`config.mk`:
```
export PLATFORM = sky130hd
export DESIGN_NAME = hamming_encoder
export DESIGN_NICKNAME = d
export VERILOG_FILES = /design/src/rtl/hamming_pkg.sv /design/src/rtl/hamming_buf2.sv /design/src/rtl/hamming_encoder.sv
export SDC_FILE = /design/constraint.sdc
export NUM_CORES = 1
export LEC_CHECK = 0
export CAP_MARGIN = 20
export CORE_MARGIN = 2
export CORE_UTILIZATION = 47
export CTS_CLUSTER_DIAMETER = 150
export DETAILED_ROUTE_END_ITERATION = 16
export PLACE_DENSITY = 0.85
export SETUP_SLACK_MARGIN = 0.2
export SKIP_CTS_REPAIR_TIMING = 1
export SLEW_MARGIN = 15
export SYNTH_ARGS = -nofsm -noshare
export SYNTH_HDL_FRONTEND = slang
export SYNTH_HIERARCHICAL = 1
export SYNTH_SLANG_ARGS = --single-unit
```
`constraint.sdc`:
```
create_clock -name clk -period 2.4 [get_ports clk]
set_input_delay 0.6 -clock clk [delete_from_list [all_inputs] [get_ports clk]]
set_output_delay 0.6 -clock clk [all_outputs]
set_load 0.02 [all_outputs]
```
`src/rtl/hamming_pkg.sv`:
```
// hamming_pkg: shared widths, parity positions and the SECDED (15+1) encode function
package hamming_pkg;

    localparam int DATA_W = 11;
    localparam int CODE_W = 16;

    localparam int P1 = 1;
    localparam int P2 = 2;
    localparam int P4 = 4;
    localparam int P8 = 8;

    localparam logic [CODE_W-1:0] MASK_P1 = 16'hAAAA;
    localparam logic [CODE_W-1:0] MASK_P2 = 16'hCCCC;
    localparam logic [CODE_W-1:0] MASK_P4 = 16'hF0F0;
    localparam logic [CODE_W-1:0] MASK_P8 = 16'hFF00;

    // Data goes to the non-power-of-two positions. Each Hamming bit covers the
    // positions with its index bit set. Bit 0 gives even parity over the word.
    function automatic logic [CODE_W-1:0] hamming_encode(input logic [DATA_W-1:0] data);
        logic [CODE_W-1:0] c;
        c        = '0;
        c[15:9]  = data[10:4];
        c[7:5]   = data[3:1];
        c[3]     = data[0];
        c[P1]    = ^(c & MASK_P1);
        c[P2]    = ^(c & MASK_P2);
        c[P4]    = ^(c & MASK_P4);
        c[P8]    = ^(c & MASK_P8);
        c[0]     = ^c[CODE_W-1:1];
        return c;
    endfunction

endpackage

```
`src/rtl/hamming_buf2.sv`:
```
// hamming_buf2: generic 2-entry valid/ready FIFO with registered-only ready
module hamming_buf2 #(
    parameter int W = 16
) (
    input  logic         clk,
    input  logic         rst,
    input  logic [W-1:0] in_data,
    input  logic         in_valid,
    output logic         in_ready,
    output logic [W-1:0] out_data,
    output logic         out_valid,
    input  logic         out_ready
);

    logic [W-1:0] head_q, head_d;
    logic [W-1:0] tail_q, tail_d;
    logic [1:0]   cnt_q, cnt_d;
    logic         push, pop;

    // Handshakes depend only on stored occupancy (and reset), never on out_ready for in_ready
    always_comb begin
        in_ready  = !rst && (cnt_q != 2'd2);
        out_valid = (cnt_q != 2'd0);
        out_data  = head_q;
        push      = in_valid && in_ready;
        pop       = out_valid && out_ready;
    end

    // Next-state: head is the oldest word, tail only used when two are held
    always_comb begin
        cnt_d  = cnt_q + {1'b0, push} - {1'b0, pop};
        head_d = (pop && cnt_q == 2'd2)              ? tail_q  :
                 (push && (cnt_q == 2'd0 || pop))    ? in_data : head_q;
        tail_d = (push && cnt_q == 2'd1 && !pop)     ? in_data : tail_q;
    end

    // State registers; reset discards every buffered word
    always_ff @(posedge clk) begin
        if (rst) begin
            cnt_q  <= '0;
            head_q <= '0;
            tail_q <= '0;
        end else begin
            cnt_q  <= cnt_d;
            head_q <= head_d;
            tail_q <= tail_d;
        end
    end

endmodule

```
`src/rtl/hamming_encoder.sv`:
```
// hamming_encoder: SECDED (15+1) encoder with 2-entry output buffer; HAMMING_ERR_INJECT_EN adds bit-flip injection
module hamming_encoder
    import hamming_pkg::*;
#(
    parameter int COUNT_W = 16
) (
    input  logic               clk,
    input  logic               rst,
    input  logic [DATA_W-1:0]  dataIn,
    input  logic               inValid,
    output logic               inReady,
`ifdef HAMMING_ERR_INJECT_EN
    input  logic               injEn,
    input  logic [3:0]         injLoc,
`endif
    output logic [CODE_W-1:0]  codeWord,
    output logic               outValid,
    input  logic               outReady,
    output logic [COUNT_W-1:0] wordCount
);

    logic [CODE_W-1:0]  enc_word;
    logic [COUNT_W-1:0] count_q, count_d;

    // Encode the incoming word; optionally invert one bit before it is stored
    always_comb begin
`ifdef HAMMING_ERR_INJECT_EN
        enc_word = hamming_encode(dataIn) ^ (injEn ? (CODE_W'(1) << injLoc) : '0);
`else
        enc_word = hamming_encode(dataIn);
`endif
    end

    hamming_buf2 #(.W(CODE_W)) u_buf (
        .clk       (clk),
        .rst       (rst),
        .in_data   (enc_word),
        .in_valid  (inValid),
        .in_ready  (inReady),
        .out_data  (codeWord),
        .out_valid (outValid),
        .out_ready (outReady)
    );

    // Delivered-word counter wraps silently
    always_comb begin
        count_d = count_q + COUNT_W'(outValid && outReady);
    end

    // Counter register
    always_ff @(posedge clk) begin
        if (rst) count_q <= '0;
        else     count_q <= count_d;
    end

    assign wordCount = count_q;

endmodule

```
==> metrics.cfg <==
[global_route]
antenna_found_initial=0
grt_max_degree=44
grt-ovfl-total=0
grt_pass1_wl_um=10070
grt_pass1_vias=2137
track_usage_pct=20.61

[setup_path]
critPathKind=primary input to flop
worstPathArrival_ns=2.37
cp_max_fo=5
crit_path_max_incr_delay_ns=0.50
worst-path-buf-inv=1
r2r_slack_ns=0.46
cp-end-kind=flop
critPathSlowestCell=or4_4
cp_cell_sequence=clkdlybuf4s50_1 -> and2_1 -> ha_1 -> ha_2 -> nand3_4 -> or4_4 -> a21oi_2
rr_startpoint=u_buf/cnt_q[0]
crit_family=simple AND/OR/NAND/NOR gates
critPathRequiredTime_ns=2.64
r2r-end=wordCount[14]
r2r_cells=7
startpoint_type=primary input

[worst_hold_path]
holdPathEnd=u_buf/tail_q[11]
min_path_cells=2
hp-class=flop to flop
min_from=u_buf/tail_q[11]

[timing]
rsz0062_at_grt=false
fmax_mhz=469.1
finalCritPeriodShare_pct=88.81
skew_ns=0.002650
min_period_ns=2.132
finalSetupViolations=0
maxSlewViolCount=0
slew_headroom_pct=65.26
finalHoldViolCount=0
hold_slack_ns=0.4792
tightest_slew_ns=0.5206

[run]
maxCapViolCount=0

[logic_synthesis]
synth-adder-area-share_pct=1.492
netlist.area_leader.share_pct=39.78
synth_edf_count=0
ys.flop_type=dfxtp_1
synth_cells=287
yosysSeqAreaShare_pct=39.78
synth_top_family_by_area=simple AND/OR/NAND/NOR gates
async_reset_ff_share_pct=0
yosys.area_share.simple_pct=25.66
ys_types=38
syn_area_sq_um=2516
muxShareOfSynthArea_pct=0.8951
synth_nets=305
synth_seq_cells=50
synthXorXnorAreaFrac_pct=11.49
synth_compound_area_share_pct=15.51
yosysWarnings=6
syn_avg_cell_area_sq_um=8.767
synth_area_leader_cell=dfxtp_1
synthTopCellsByArea=dfxtp_1 40%, xnor2_1 8.4%, a311oi_2 6.0%

[cts]
clk_pin_slew_worst_paths_ns=0.09
numCtsBuffers=5
clockBufferDepth=2
cts_tree=yes
cts_max_level=2
cts.sinks=50
root_buffer=clkbuf_8
clk_latency_ns=0.30

[floorplan]
core_sq_um=5140
die_height_um=77.17
io-pin-count=49
fp.dieW_um=77.17
rows=26
start_util_pct=48.95
dieArea_sq_um=5954

[detailed_routing]
drcViolationCount=0
drt-total-wl_um=6055
drt_pass1_iterations=4
drt_iter0_markers=183
wl_per_cell_um=14.73
final_antenna_net_count=0
vias=2296
viasPerCell=5.586

[place]
dp_hpwl_um=4091
dpl.cell_count=403
portBuffers=48
place.gp.congestion=0.8442

[power]
ir_drop_v=0.0003250
p_per_area_nw_per_um2=729.5
power_w=0.002400
p_leak_nw=1.152

[status]
status=finished clean

[final_layout]
layout_common_cells=48 x dfxtp_1, 45 x clkdlybuf4s50_1, 34 x nand2_1
layout.nets=358
layout-drive-gt1-share_pct=15.84
area_delta_synth_final_pct=30.73
final_common_cell=dfxtp_1
fin_cells=411
antenna_cells=0
nFillCells=444

## routing by layer
layer  GRT usage (%)  vias to the layer above  share of wire, %
li1                -                     1134                 -
met1           26.04                     1061                42
met2           35.48                       93                50
met3           3.529                        8               6.2
met4           6.786                        0               1.1
met5               0                        -                 0
## through the flow
step	setup slack (ns)	cell area [sq um]	utilization [%]	TNS [ns]
floorplan	0.3918	2516	-	0
detailed placement	-0.04862	3144	61.17	-0.09646
global route	0.2080	3289	64.00	0
global placement	0.01242	3144	61.17	0
CTS	0.09604	3253	63.29	0
finish	0.2684	3289	64.00	0
## cells in the mapped netlist (2+ instances only)
cell type / count
buf_2: 4
ha_1: 3
nor4bb_1: 2
a311oi_2: 10
buf_4: 2
and3b_1: 2
inv_1: 3
xor2_1: 9
a311oi_1: 6
nor3_1: 4
buf_6: 2
clkbuf_1: 15
o21ai_0: 16
nor2_1: 16
nand2_1: 34
dfxtp_1: 50
nand4_1: 5
a21oi_1: 18
nor2b_1: 6
xnor2_1: 24
nand3_1: 22
nor4_1: 18
## how the worst max path moves through the flow
| stage | end | slack (ns) | cells after the start | start |
|---|---|---|---|---|
| 2_1_floorplan | wordCount[14] | 0.39 | 8 | u_buf/cnt_q[0] |
| 3_3_place_gp | wordCount[14] | 0.01 | 7 | outReady |
| 3_5_place_dp | wordCount[14] | -0.05 | 7 | outReady |
| 4_1_cts | inReady | 0.1 | 3 | u_buf/cnt_q[0] |
| 5_1_grt | wordCount[14] | 0.21 | 7 | outReady |
| 6_report | wordCount[14] | 0.27 | 7 | outReady |
## report_power, final
group          switching (W)  internal, W
clock network       0.000275     0.000307
logic               0.000423     0.000400
registers          0.0000739     0.000920
## kinds of logic (layout without fill, tap and decap cells)
logic type      after synthesis  after routing
xor+xnor                     33             33
mux                           2              2
fa+ha+maj                     3              3
compound gates               52             52
buf+inv                      27             81
flops                        50             50
simple gates                120            120
## sequential cells by signal (all words and copies together), names as in the netlist
register and count:
u_buf/cnt_q 2, wordCount 16, u_buf/tail_q 16, u_buf/out_data 16
## worst register-to-register path: cells and delay by family (launching register included)
kind / cells / cell delay, ns
fa+ha+maj: 2 / 0.42
flops: 1 / 0.43
compound gates: 1 / 0.14
simple gates: 4 / 0.90
## final cells by class
type                       instances  area [sq um]  share of cell area [%]
multi-input combinational        210          1420                   43.17
sequential                        50          1003                   30.51
timing repair buffer              70         658.1                   20.01
clock buffer                       5         68.82                   2.092
inverter                           3         11.26                  0.3423
clock inverter                     3         40.04                   1.217
tap                               70         87.58                   2.663
Note: power is estimated with default switching activity, not from simulation.
